===== src/rtl/vecmac_pkg.sv =====
// Shared state encodings and default widths for the vecmac dot-product sequencer.
package vecmac_pkg;
  localparam int LEN_W_DEF = 8;
  localparam int ACC_W_DEF = 24;

  typedef enum logic [1:0] {
    ST_IDLE  = 2'd0,
    ST_ISSUE = 2'd1,
    ST_DRAIN = 2'd2,
    ST_DONE  = 2'd3
  } state_e;
endpackage


===== src/rtl/vecmac_acc.sv =====
// Dot-product accumulator with sticky overflow; define VECMAC_SAT_EN to clamp on
// overflow, otherwise the sum wraps and ovf is tied low.
module vecmac_acc #(
  parameter int ACC_W = 24
) (
  input  logic             clk,
  input  logic             rst,
  input  logic             clr,
  input  logic             add_en,
  input  logic [15:0]      addend,
  output logic [ACC_W-1:0] acc,
  output logic             ovf
);
  logic [ACC_W-1:0] r_acc;

`ifdef VECMAC_SAT_EN
  logic [ACC_W:0] w_sum;
  logic           r_ovf;

  assign w_sum = (ACC_W+1)'(r_acc) + (ACC_W+1)'(addend);

  // Once clamped, the accumulator stays at all-ones until the next job clears it.
  always_ff @(posedge clk) begin
    if (rst || clr) begin
      r_acc <= '0;
      r_ovf <= 1'b0;
    end else if (add_en) begin
      r_ovf <= r_ovf | w_sum[ACC_W];
      if (r_ovf || w_sum[ACC_W]) r_acc <= '1;
      else                       r_acc <= w_sum[ACC_W-1:0];
    end
  end

  assign ovf = r_ovf;
`else
  logic [ACC_W-1:0] w_sum;

  assign w_sum = r_acc + ACC_W'(addend);

  always_ff @(posedge clk) begin
    if (rst || clr) r_acc <= '0;
    else if (add_en) r_acc <= w_sum;
  end

  assign ovf = 1'b0;
`endif

  assign acc = r_acc;
endmodule


===== src/rtl/vecmac_ctrl.sv =====
// Sequencer for one INT8 dot-product job on an external 3-stage multiplier.
// Overflow handling follows VECMAC_SAT_EN (saturate) or its absence (wrap, res_ovf=0).
module vecmac_ctrl
  import vecmac_pkg::*;
#(
  parameter int LEN_W = LEN_W_DEF,
  parameter int ACC_W = ACC_W_DEF
) (
  input  logic             clk,
  input  logic             rst,
  input  logic             start,
  input  logic [LEN_W-1:0] len,
  output logic             busy,
  input  logic             op_valid,
  output logic             op_ready,
  input  logic [7:0]       op_a,
  input  logic [7:0]       op_b,
  output logic             mul_in_valid,
  output logic [7:0]       mul_a,
  output logic [7:0]       mul_b,
  input  logic             mul_out_valid,
  input  logic [15:0]      mul_product,
  output logic             res_valid,
  input  logic             res_ready,
  output logic [ACC_W-1:0] res_data,
  output logic             res_ovf
);
  state_e           r_state, w_state_next;
  logic [LEN_W-1:0] r_len, r_iss_cnt, r_ret_cnt;
  logic [LEN_W-1:0] w_iss_inc, w_ret_inc;
  logic             w_job_start, w_op_fire, w_ret_fire;

  assign w_job_start = (r_state == ST_IDLE) && start;
  assign w_op_fire   = op_valid && op_ready;
  // Products arriving outside a job are stale and must not touch the accumulator.
  assign w_ret_fire  = mul_out_valid && ((r_state == ST_ISSUE) || (r_state == ST_DRAIN));
  assign w_iss_inc   = r_iss_cnt + LEN_W'(1);
  assign w_ret_inc   = r_ret_cnt + LEN_W'(1);

  assign busy         = (r_state != ST_IDLE);
  assign op_ready     = (r_state == ST_ISSUE);
  assign res_valid    = (r_state == ST_DONE);
  assign mul_in_valid = w_op_fire;
  assign mul_a        = op_a;
  assign mul_b        = op_b;

  always_ff @(posedge clk) begin
    if (rst) begin
      r_state   <= ST_IDLE;
      r_len     <= '0;
      r_iss_cnt <= '0;
      r_ret_cnt <= '0;
    end else begin
      r_state <= w_state_next;
      if (w_job_start) begin
        r_len     <= len;
        r_iss_cnt <= '0;
        r_ret_cnt <= '0;
      end else begin
        if (w_op_fire)  r_iss_cnt <= w_iss_inc;
        if (w_ret_fire) r_ret_cnt <= w_ret_inc;
      end
    end
  end

  always_comb begin
    w_state_next = r_state;
    case (r_state)
      ST_IDLE: begin
        if (start) w_state_next = (len == '0) ? ST_DONE : ST_ISSUE;
      end
      ST_ISSUE: begin
        if (w_op_fire && (w_iss_inc == r_len)) w_state_next = ST_DRAIN;
      end
      ST_DRAIN: begin
        if (w_ret_fire && (w_ret_inc == r_len)) w_state_next = ST_DONE;
      end
      ST_DONE: begin
        if (res_ready) w_state_next = ST_IDLE;
      end
      default: w_state_next = ST_IDLE;
    endcase
  end

  vecmac_acc #(
    .ACC_W(ACC_W)
  ) u_acc (
    .clk    (clk),
    .rst    (rst),
    .clr    (w_job_start),
    .add_en (w_ret_fire),
    .addend (mul_product),
    .acc    (res_data),
    .ovf    (res_ovf)
  );
endmodule


===== config.mk =====
export PLATFORM = sky130hd
export DESIGN_NAME = vecmac_ctrl
export DESIGN_NICKNAME = d
export VERILOG_FILES = /design/src/rtl/vecmac_pkg.sv /design/src/rtl/vecmac_acc.sv /design/src/rtl/vecmac_ctrl.sv
export SDC_FILE = /design/constraint.sdc
export NUM_CORES = 1
export LEC_CHECK = 0
export CAP_MARGIN = 30
export CORE_UTILIZATION = 45
export DETAILED_ROUTE_END_ITERATION = 7
export PLACE_DENSITY = 0.75
export SLEW_MARGIN = 20
export SYNTH_ARGS = -nofsm -noshare
export SYNTH_HDL_FRONTEND = slang
export SYNTH_SLANG_ARGS = --single-unit

===== constraint.sdc =====
create_clock -name clk -period 3.6 [get_ports clk]
set_input_delay 1.08 -clock clk [delete_from_list [all_inputs] [get_ports clk]]
set_output_delay 1.08 -clock clk [all_outputs]
set_load 0.02 [all_outputs]

==> flow_summary_export.csv, run 1 <==
group,metric,value,unit
cells_and_area,design_area,0.00406,mm^2
hold_path,whs_path_depth,2,
yosys,synth_xor_area_share,11.1,%
power_and_ir_drop,power.switching,0.783,mW
global_routing,grt_use_met2,37.3,%
placed_design,pre_cts_slack,0.161,ns
setup_path,crit_type,"in2out",
yosys,syn_inst,428,
global_routing,antenna_found_initial,0,
power_and_ir_drop,power.density,474,mW/mm^2
setup_path,arrival,2.26,ns
cells_and_area,fin_cells,569,
power_and_ir_drop,p_clk_share,17.1,%
setup_path,reg2reg_depth,9,
setup_path,crit_start,"op_valid",
hold_path,min-delay-start,"u_acc.acc[4]",
yosys,yosysSeqAreaShare,29.5,%
floorplan,die_area,0.00789,mm^2
yosys,synthesis.area,0.00339,mm^2
timing,slew_headroom,67.2,%
cts,cts.sinks,50,
yosys,synth_top_family_by_area,"simple AND/OR/NAND/NOR gates",
setup_path,cpPeakStageDelay,0.59,ns
placed_design,portBuffers,57,
timing,fin_tns_setup,0,ns
global_routing,grt_max_degree,18,
drt,first_pass_iters,4,
cts,cts.clk_slew.worst_paths,0.09,ns
yosys,synthFlopType,"dfxtp_1",
drt,wl_per_cell,14.1,um
power_and_ir_drop,seq_power_share,35.9,%
run_status,status,"complete, no violations",
power_and_ir_drop,combPwrFrac,47.0,%
power_and_ir_drop,p_leak,1.55,nW
global_routing,grt_pass1_wl,13500,um
cts,cts_hold_buffers,0,
cells_and_area,drive_gt1_share,5.53,%
placed_design,dpl.cell_count,561,
floorplan,rows,31,
timing,finalHoldViolCount,0,
floorplan,core_area,0.00725,mm^2
cts,insertion_delay,0.30,ns
timing,fin_crit_sh,92.7,%
yosys,ys_seq_elements,50,
timing,tightest_slew,0.488,ns
cts,cts_tree,"done",
drt,vias,3170,
setup_path,critical_path.cell_chain,"clkdlybuf4s50_1, nand2_1, inv_2, clkdlybuf4s50_1",
global_routing,grt-ovfl-total,0,
setup_path,cpMaxStageDelayCell,"clkdlybuf4s50_1",
floorplan,io_pins,91,
cells_and_area,area.growth.synth_to_final,19.7,%
placed_design,postPlaceCellArea,0.00397,mm^2
timing,slew_viol_final,0,
floorplan,die_y,88.8,um
global_routing,grt_pass1_vias,3013,
yosys,synth-simple-area-share,23.8,%
setup_path,r2r_start,"r_state[0]",
global_routing,grt_use_met1,27.3,%
timing,min_period,3.34,ns
setup_path,timing.critical_path.required,2.52,ns
yosys,synth_fp_nets,498,
power_and_ir_drop,swShare,40.7,%
drt,first_iter_violations,175,
timing,layout_setup_ws,0.261,ns
timing,setup_viol,0,
cts,clockBufferDepth,2,
run,maxCapViolCount,0,
cts,ctsResizeCount,0,
timing,fin_skew,0.00634,ns
yosys,avgSynthCellArea,7.93,um^2
drt,vias_per_cell,5.57,
timing,fmax,299,MHz
setup_path,crit_fanout,2,
drt,ant_nets,0,
yosys,synth-compound-area-share,18.5,%
power_and_ir_drop,intPower,1.14,mW
power_and_ir_drop,finalPower,1.92,mW
floorplan,start_util,46.8,%
drt,postRouteWirelength,8050,um
yosys,yosysWarnings,0,
hold_path,hp-class,"reg2reg",
cts,htreeDepth,2,
yosys,synth-async-reset-ratio,0,%
floorplan,die_x,88.8,um
cells_and_area,final_nets,539,
power_and_ir_drop,ir_drop,0.211,mV
cells_and_area,antenna_cells,0,
timing,rsz0062_at_grt,"no",
yosys,synthMuxAreaShare,0.295,%
setup_path,end_kind,"output port",
yosys,ys_types,53,
global_routing,grt_busiest_layer,"met2",
placed_design,dp_hpwl,6170,um
cts,cts_root_buf,"clkbuf_8",
cts,cts_buffers,5,
placed_design,gp_routability_congestion,0.941,
drt,drc,0,
yosys,synth_edf_count,0,
yosys,synth_fa_ha_area_share,9.07,%
global_routing,grtUsageMet3,4.38,%
setup_path,crit_top_cell,"clkdlybuf4s50_1",
cts,cts_setup_buffers,0,
setup_path,worst_setup_path_start_kind,"input port",
global_routing,track_usage,21.8,%
-- power by group through the flow --
stage | sequential (mW) | clock (mW) | combinational [mW]
after floorplan | 0.726 | 0 | 0.597
after global placement | 0.698 | 0 | 0.886
after detailed placement | 0.702 | 0 | 0.894
after CTS | 0.690 | 0.339 | 0.903
after global routing | 0.700 | 0.367 | 1.00
final | 0.690 | 0.330 | 0.904
-- synth_stat cells (all sizes together), types with 10 or more instances --
cell type | count | area [um^2]
dfxtp | 50 | 1000
clkbuf | 13 | 48.8
inv | 16 | 60.1
nand2 | 56 | 210
nand3 | 29 | 163
buf | 21 | 148
nand4 | 10 | 62.6
o21ai | 20 | 100
ha | 23 | 288
a21oi | 45 | 225
nor2 | 21 | 95.1
xnor2 | 27 | 236
xor2 | 16 | 140
-- area by class of cell --
cell class | instances | area [um^2]
inverters | 16 | 60.1
clock buffers | 6 | 72.6
fillers | 681 | 3190
clock inverters | 2 | 13.8
well taps | 99 | 124
multi-input cells | 328 | 2140
flip-flops and latches | 50 | 1000
repair buffers | 68 | 653
-- per-layer routing --
metal / up-vias / part of all wire (%)
li1: 1580 / -
met1: 1489 / 45
met2: 83 / 48
met3: 18 / 5.1
met4: 0 / 1.7
met5: - / 0
-- path summary, 6_finish.rpt --
check                                      to  slack (ns)
worst min register to register   u_acc.acc[4]        0.48
worst max register to register  u_acc.acc[23]        1.20
worst min-delay path             u_acc.acc[4]        0.48
worst max-delay path             mul_in_valid        0.26
-- worst max-delay path: cells and delay by family --
family | cells | cell delay [ns]
AND/OR/NAND/NOR | 1 | 0.07
buffers and inverters | 3 | 1.10
-- cells by family (layout without fill, tap and decap cells) --
group	Yosys count	in the layout
AOI/OAI and AO/OA	102	102
adders and majority gates	24	24
buffers and inverters	50	92
and+or+nand+nor	157	157
DFF	50	50
other	1	1
muxes	1	1
xor gates and xnor gates	43	43
-- stage by stage --
step / utilization (%) / hold slack, ns
final: 56.0 / 0.483
after global routing: 56.0 / 0.515
after CTS: 56.0 / 0.483
after detailed placement: 54.8 / 0.470
after global placement: 54.8 / 0.461
after floorplan: - / 0.469
-- registers in the layout, indices dropped and copies added, names as in the netlist --
signal,count
r_iss_cnt,8
r_len,8
r_ret_cnt,8
r_state,2
u_acc.acc,24
-- cell usage in the layout (no fill, tap or decap), types with 2 or more instances in the layout --
master,Yosys,layout
clkbuf_8,0,5
xnor2_1,27,27
nor2_1,20,20
or4_1,2,2
and2_1,3,3
a211oi_1,4,4
or2_1,2,2
nand2b_1,6,6
o21ai_1,9,9
buf_4,17,11
xor2_1,16,16
and3_1,3,3
nand3_1,27,27
inv_1,15,15
a21o_1,8,8
nand2_1,56,56
o21ai_0,11,11
a211o_1,2,2
or3_1,8,8
dfxtp_1,50,50
o21bai_1,2,2
a21oi_1,45,45
a31oi_1,4,4
nor3_1,7,7
clkdlybuf4s50_1,0,57
ha_1,23,23
nand4_1,10,10
nor4_1,5,5
o21a_1,2,2
o211ai_1,4,4
(Power assumes the default switching activity.)
==> run 2: changes to the inputs <==
SLEW_MARGIN = 30   (was 20)
==> results of run 2 <==
The final DEF is identical to that of run 1; final timing and power are the same.
==> run 3: changes to the inputs <==
ABC_AREA = 0   (was not set)
==> results of run 3 <==
The final DEF is identical to that of run 1; final timing and power are the same.
